### src/rtl/mem_arbiter_pkg.sv
// mem_arbiter_pkg: shared types and sizes for the memory arbiter.
// Imported by mem_arbiter and rr_picker.
package mem_arbiter_pkg;

  localparam int NREQ  = 4;
  localparam int SEL_W = 2;

  typedef enum logic {
    IDLE  = 1'b0,
    GRANT = 1'b1
  } state_t;

endpackage

### src/rtl/mem_arbiter_rr_picker.sv
// rr_picker: combinational round-robin pick of the first set request
// at or after i_rr_ptr, wrapping from the top index back to 0.
module rr_picker
  import mem_arbiter_pkg::*;
(
  input  logic [NREQ-1:0]  i_req,
  input  logic [SEL_W-1:0] i_rr_ptr,
  output logic             o_valid,
  output logic [SEL_W-1:0] o_index
);

  logic [SEL_W-1:0] w_idx;

  // Walk offsets from far to near so the nearest hit wins.
  always_comb begin
    o_valid = 1'b0;
    o_index = i_rr_ptr;
    w_idx   = i_rr_ptr;
    for (int k = NREQ - 1; k >= 0; k--) begin
      w_idx = i_rr_ptr + SEL_W'(k);
      if (i_req[w_idx]) begin
        o_valid = 1'b1;
        o_index = w_idx;
      end
    end
  end

endmodule

### src/rtl/mem_arbiter.sv
// mem_arbiter: 4-requester round-robin owner arbiter for a shared memory.
// Define MEM_ARBITER_TIMEOUT_EN to build the grant-hold watchdog.
module mem_arbiter
  import mem_arbiter_pkg::*;
#(
  parameter int unsigned TIMEOUT = 16
) (
  input  logic             clk,
  input  logic             rst_n,
  input  logic [NREQ-1:0]  req,
  input  logic             mem_ack,
  output logic [NREQ-1:0]  gnt,
  output logic [SEL_W-1:0] sel,
  output logic             busy,
  output logic             timeout
);

  state_t           r_state;
  state_t           w_state_nxt;
  logic [NREQ-1:0]  r_gnt;
  logic [NREQ-1:0]  w_gnt_nxt;
  logic [SEL_W-1:0] r_sel;
  logic [SEL_W-1:0] w_sel_nxt;
  logic [SEL_W-1:0] r_rr_ptr;
  logic [SEL_W-1:0] w_ptr_nxt;
  logic             r_busy;
  logic             w_busy_nxt;
  logic             r_timeout;
  logic             w_to_nxt;
  logic             w_pick_vld;
  logic [SEL_W-1:0] w_pick_idx;
  logic             w_done;
  logic             w_rel;

  rr_picker u_pick (
    .i_req    (req),
    .i_rr_ptr (r_rr_ptr),
    .o_valid  (w_pick_vld),
    .o_index  (w_pick_idx)
  );

  // Ack and owner abort collapse into one completion event.
  assign w_done = mem_ack | ~req[r_sel];

`ifdef MEM_ARBITER_TIMEOUT_EN
  localparam int CNT_W = (TIMEOUT < 2) ? 1 : $clog2(TIMEOUT);

  logic [CNT_W-1:0] r_wd_cnt;
  logic [CNT_W-1:0] w_wd_nxt;
  logic             w_wd_hit;

  assign w_wd_hit = (r_wd_cnt == CNT_W'(TIMEOUT - 1));

  always_ff @(posedge clk or negedge rst_n) begin
    if (!rst_n) r_wd_cnt <= '0;
    else        r_wd_cnt <= w_wd_nxt;
  end
`else
  logic w_unused_timeout;
  assign w_unused_timeout = (TIMEOUT == 0);
`endif

  always_comb begin
    w_state_nxt = r_state;
    w_gnt_nxt   = r_gnt;
    w_sel_nxt   = r_sel;
    w_busy_nxt  = r_busy;
    w_ptr_nxt   = r_rr_ptr;
    w_to_nxt    = 1'b0;
    w_rel       = 1'b0;
`ifdef MEM_ARBITER_TIMEOUT_EN
    w_wd_nxt    = r_wd_cnt;
`endif
    unique case (r_state)
      IDLE: begin
        w_gnt_nxt  = '0;
        w_busy_nxt = 1'b0;
        if (w_pick_vld) begin
          w_state_nxt = GRANT;
          w_gnt_nxt   = NREQ'(1) << w_pick_idx;
          w_sel_nxt   = w_pick_idx;
          w_busy_nxt  = 1'b1;
`ifdef MEM_ARBITER_TIMEOUT_EN
          w_wd_nxt    = '0;
`endif
        end
      end
      GRANT: begin
        if (w_done) begin
          w_rel = 1'b1;
`ifdef MEM_ARBITER_TIMEOUT_EN
        end else if (w_wd_hit) begin
          w_rel    = 1'b1;
          w_to_nxt = 1'b1;
        end else begin
          w_wd_nxt = r_wd_cnt + CNT_W'(1);
`endif
        end
        if (w_rel) begin
          w_state_nxt = IDLE;
          w_gnt_nxt   = '0;
          w_busy_nxt  = 1'b0;
          w_ptr_nxt   = r_sel + SEL_W'(1);
        end
      end
      default: w_state_nxt = IDLE;
    endcase
  end

  always_ff @(posedge clk or negedge rst_n) begin
    if (!rst_n) begin
      r_state   <= IDLE;
      r_gnt     <= '0;
      r_sel     <= '0;
      r_busy    <= 1'b0;
      r_timeout <= 1'b0;
      r_rr_ptr  <= '0;
    end else begin
      r_state   <= w_state_nxt;
      r_gnt     <= w_gnt_nxt;
      r_sel     <= w_sel_nxt;
      r_busy    <= w_busy_nxt;
      r_timeout <= w_to_nxt;
      r_rr_ptr  <= w_ptr_nxt;
    end
  end

  assign gnt     = r_gnt;
  assign sel     = r_sel;
  assign busy    = r_busy;
  assign timeout = r_timeout;

endmodule

### config.mk
export PLATFORM = sky130hd
export DESIGN_NAME = mem_arbiter
export DESIGN_NICKNAME = d
export VERILOG_FILES = /design/src/rtl/mem_arbiter_pkg.sv /design/src/rtl/mem_arbiter_rr_picker.sv /design/src/rtl/mem_arbiter.sv
export SDC_FILE = /design/constraint.sdc
export NUM_CORES = 1
export LEC_CHECK = 0
export ABC_AREA = 1
export BUFFER_PORTS_ARGS = -buffer_cell sky130_fd_sc_hd__buf_2
export CAP_MARGIN = 0
export CORE_UTILIZATION = 33
export CTS_CLUSTER_DIAMETER = 120
export CTS_CLUSTER_SIZE = 40
export DETAILED_ROUTE_END_ITERATION = 10
export GPL_TIMING_DRIVEN = 0
export HOLD_SLACK_MARGIN = 0.08
export PLACE_DENSITY = 0.5
export SYNTH_ARGS = -nofsm -noshare
export SYNTH_HDL_FRONTEND = slang
export SYNTH_SLANG_ARGS = --single-unit
export TNS_END_PERCENT = 20
### constraint.sdc
create_clock -name clk -period 2.35 [get_ports clk]
set_input_delay 0.3525 -clock clk [delete_from_list [all_inputs] [get_ports clk]]
set_output_delay 0.3525 -clock clk [all_outputs]
set_load 0.01 [all_outputs]
==> qor.csv <==
stage;metric;value;unit
synth;ys_types;20;
cts;clkSinkCount;10;
synth;synth_area_leader_cell;dfrtp_1;
route;wl_per_cell;10.5;microns
worst_setup_path;crit_fanout;7;
cts;cts_root_buffer;clkbuf_4;
route;drtIter0Drc;9;
placement;dpl.hpwl;1240;microns
cts;htreeDepth;1;
synth;yosys-top-cells-area;dfrtp_1 36%, nand2_1 23%, nand3_1 8.6%;
worst_setup_path;max_stage_delay;0.48;ns
min_path;holdPathEnd;r_state$_DFF_PN0_;
worst_setup_path;slowest_stage;dfrtp_1;
cts;clk_pin_slew_worst_paths;0.07;ns
sta;period_needed;1.49;ns
sta;period_share;0.635;
sta;rsz0062_at_grt;false;
route;drtAntennaViolNets;0;
worst_setup_path;r2r_start;r_rr_ptr[1]$_DFFE_PN0P_;
min_path;hp-start;mem_ack;
worst_setup_path;crit_arrival;1.65;ns
synth;netlist.area_leader.share;0.358;
sta;worst_slack;0.858;ns
synth;ys_seq_elements;10;
worst_setup_path;crit_chain;inv_2 -> nand2_1 -> nand2_1 -> nand2_2 -> nand3b_4 -> o21ai_4 -> inv_2 -> nand3_1 -> nand2_1;
route;vias_per_cell;4.48;
placement;io_buffers;13;
sta;hold_violations;0;
cts;cts_max_path_buffers;2;
cts;cts_setup_buffers;0;
global_route;grt_pass1_wl;2390;microns
synth;netlist_area;698;sq um
worst_setup_path;crit_path_start_kind;flip-flop;
die;start_util;0.352;
global_route;grt_max_degree;11;
layout;area_growth_syn_to_layout;20.8;%
min_path;min_path_cells;4;
die;die-area;2300;sq um
layout;drive_above_1_share;0.248;
layout;final_common_cell;nand2_1;
layout;n_fill_cell;220;
sta;fin_skew;0.00115;ns
sta;final-setup-viol-count;0;
synth;syn_area_per_cell;6.78;sq um
die;num_rows;16;
power;ir_worst_vdd;0.642;mV
synth;ys.warnings.count;0;
route;via_count;663;
placement;routabilityCongestion;0.803;
global_route;antenna_found_initial;0;
die;die_w;48.0;microns
run;max_cap_violations;0;
worst_setup_path;worst-r2r-cell-count;9;
cts;insertion_delay;0.26;ns
cts;cts_tree;yes;
worst_setup_path;cpMostUsedCell;nand2_1;
cts;cts_buffers;3;
worst_setup_path;timing.rr.end;gnt[0]$_DFFE_PN0P_;
power;p_per_area;1450;nW/um^2
synth;netlist_instances;103;
power;leakage;0.000496;uW
sta;fmax;0.670;GHz
global_route;grt_pass1_vias;550;
synth;yosysSeqAreaShare;0.358;
die;die_h;48.0;microns
route;firstDrtPassIters;3;
layout;diodes;0;
worst_setup_path;regToRegSetupSlack;0.86;ns
die;boundaryPins;15;
layout;nNetsFinal;129;
run_status;status;complete, no violations;
global_route;grt_use_total;0.152;
layout;mostFrequentLayoutCells;43 x nand2_1, 13 x buf_2, 12 x nand3_1, 10 x dfrtp_1, 9 x inv_1;
worst_setup_path;worstSetupPathType;reg2reg;
synth;syn_nets;110;
cts;cts_resized;0;
min_path;min_path_type;in2reg;
sta;setup_tns;0;ns
sta;hold_slack;0.393;ns
die;coreArea;1980;sq um
worst_setup_path;crit_required;2.50;ns
sta;report.final.slew_viol_count;0;
route;wl;1560;microns
route;drc_errors;0;
global_route;gr-total-overflow;0;
placement;pre_cts_ws;0.857;ns
worst_setup_path;critPathCaptureType;flip-flop;
-- critical path: cells and delay by family (launching register included) --
kind	cells	cell delay, ns
compound gates	1	0.23
buf+inv	2	0.18
flops	1	0.48
simple gates	6	0.50
-- through the flow --
step / cell area (sq um) / total power [uW] / std cells / util
5_1_grt: 843 / 1360 / 148 / 0.426
2_1_floorplan: 698 / 898 / 103 / -
4_1_cts: 843 / 1240 / 148 / 0.426
6_report: 843 / 1220 / 148 / 0.426
3_3_place_gp: 797 / 1060 / 143 / 0.402
3_5_place_dp: 797 / 1080 / 143 / 0.402
-- worst max path at each step --
stage                                 start            endpoint  slack (ns)  depth (start not counted)
global route        r_rr_ptr[1]$_DFFE_PN0P_  gnt[0]$_DFFE_PN0P_        0.74                          9
detailed placement  r_rr_ptr[1]$_DFFE_PN0P_  gnt[0]$_DFFE_PN0P_        0.86                          9
CTS                 r_rr_ptr[1]$_DFFE_PN0P_  gnt[0]$_DFFE_PN0P_        0.83                          9
finish              r_rr_ptr[1]$_DFFE_PN0P_  gnt[0]$_DFFE_PN0P_        0.86                          9
global placement    r_rr_ptr[1]$_DFFE_PN0P_  gnt[0]$_DFFE_PN0P_        0.87                          9
floorplan           r_rr_ptr[0]$_DFFE_PN0P_  gnt[0]$_DFFE_PN0P_        1.03                          9
-- metal layers --
layer / track usage / share of wire / wire length (microns) / vias up
li1: - / - / - / 361
met4: 0.0333 / 0.0071 / 11 / 0
met2: 0.230 / 0.45 / 699 / 14
met1: 0.213 / 0.50 / 783 / 286
met5: 0 / 0 / 0 / -
met3: 0.0453 / 0.039 / 61 / 2
-- sequential cells by signal, summed over array words and instances (netlist names) --
name      cells
sel           2
r_state       1
gnt           4
busy          1
r_rr_ptr      2
-- cells in the mapped netlist --
master    count
nand2_1      43
nand3_1      12
dfrtp_1      10
inv_1         9
o21ai_0       6
inv_2         4
nand2_2       3
o21ai_1       3
nand4_1       2
a21oi_1       1
a21oi_2       1
and3_1        1
buf_4         1
buf_6         1
conb_1        1
nand3_2       1
nand3b_4      1
nor2_1        1
o21ai_4       1
xnor2_1       1
-- power by group --
part / internal, uW / total (uW) / switching, uW
Sequential: 245 / 319 / 73.8
Combinational: 275 / 745 / 471
Clock: 94.0 / 155 / 61.4
Total: 614 / 1220 / 606
-- cell type report --
class	count	area (sq um)	share of cell area
timing repair buffer	14	75.1	0.0890
inverter	13	48.8	0.0579
multi-input combinational	78	380	0.451
buffer	2	18.8	0.0223
clock buffer	4	36.3	0.0430
sequential	10	250	0.297
tap	27	33.8	0.0401
-- logic make-up (layout without fill, tap and decap cells) --
| kind of cell | after synthesis | in the layout | share of synthesized area |
|---|---|---|---|
| AND/OR/NAND/NOR | 64 | 64 | 0.419 |
| other | 1 | 1 | 0.00537 |
| XOR/XNOR | 1 | 1 | 0.0125 |
| AO/OA/AOI/OAI | 12 | 12 | 0.108 |
| flip-flops | 10 | 10 | 0.358 |
| buffers and inverters | 15 | 33 | 0.0968 |
-- repair_timing --
action | CTS | global route
endpoints found under the hold margin | 10 | 0
hold buffers | 1 | 0
endpoints found under the setup margin | 0 | 0
Note: power is estimated with default switching activity, not from simulation.
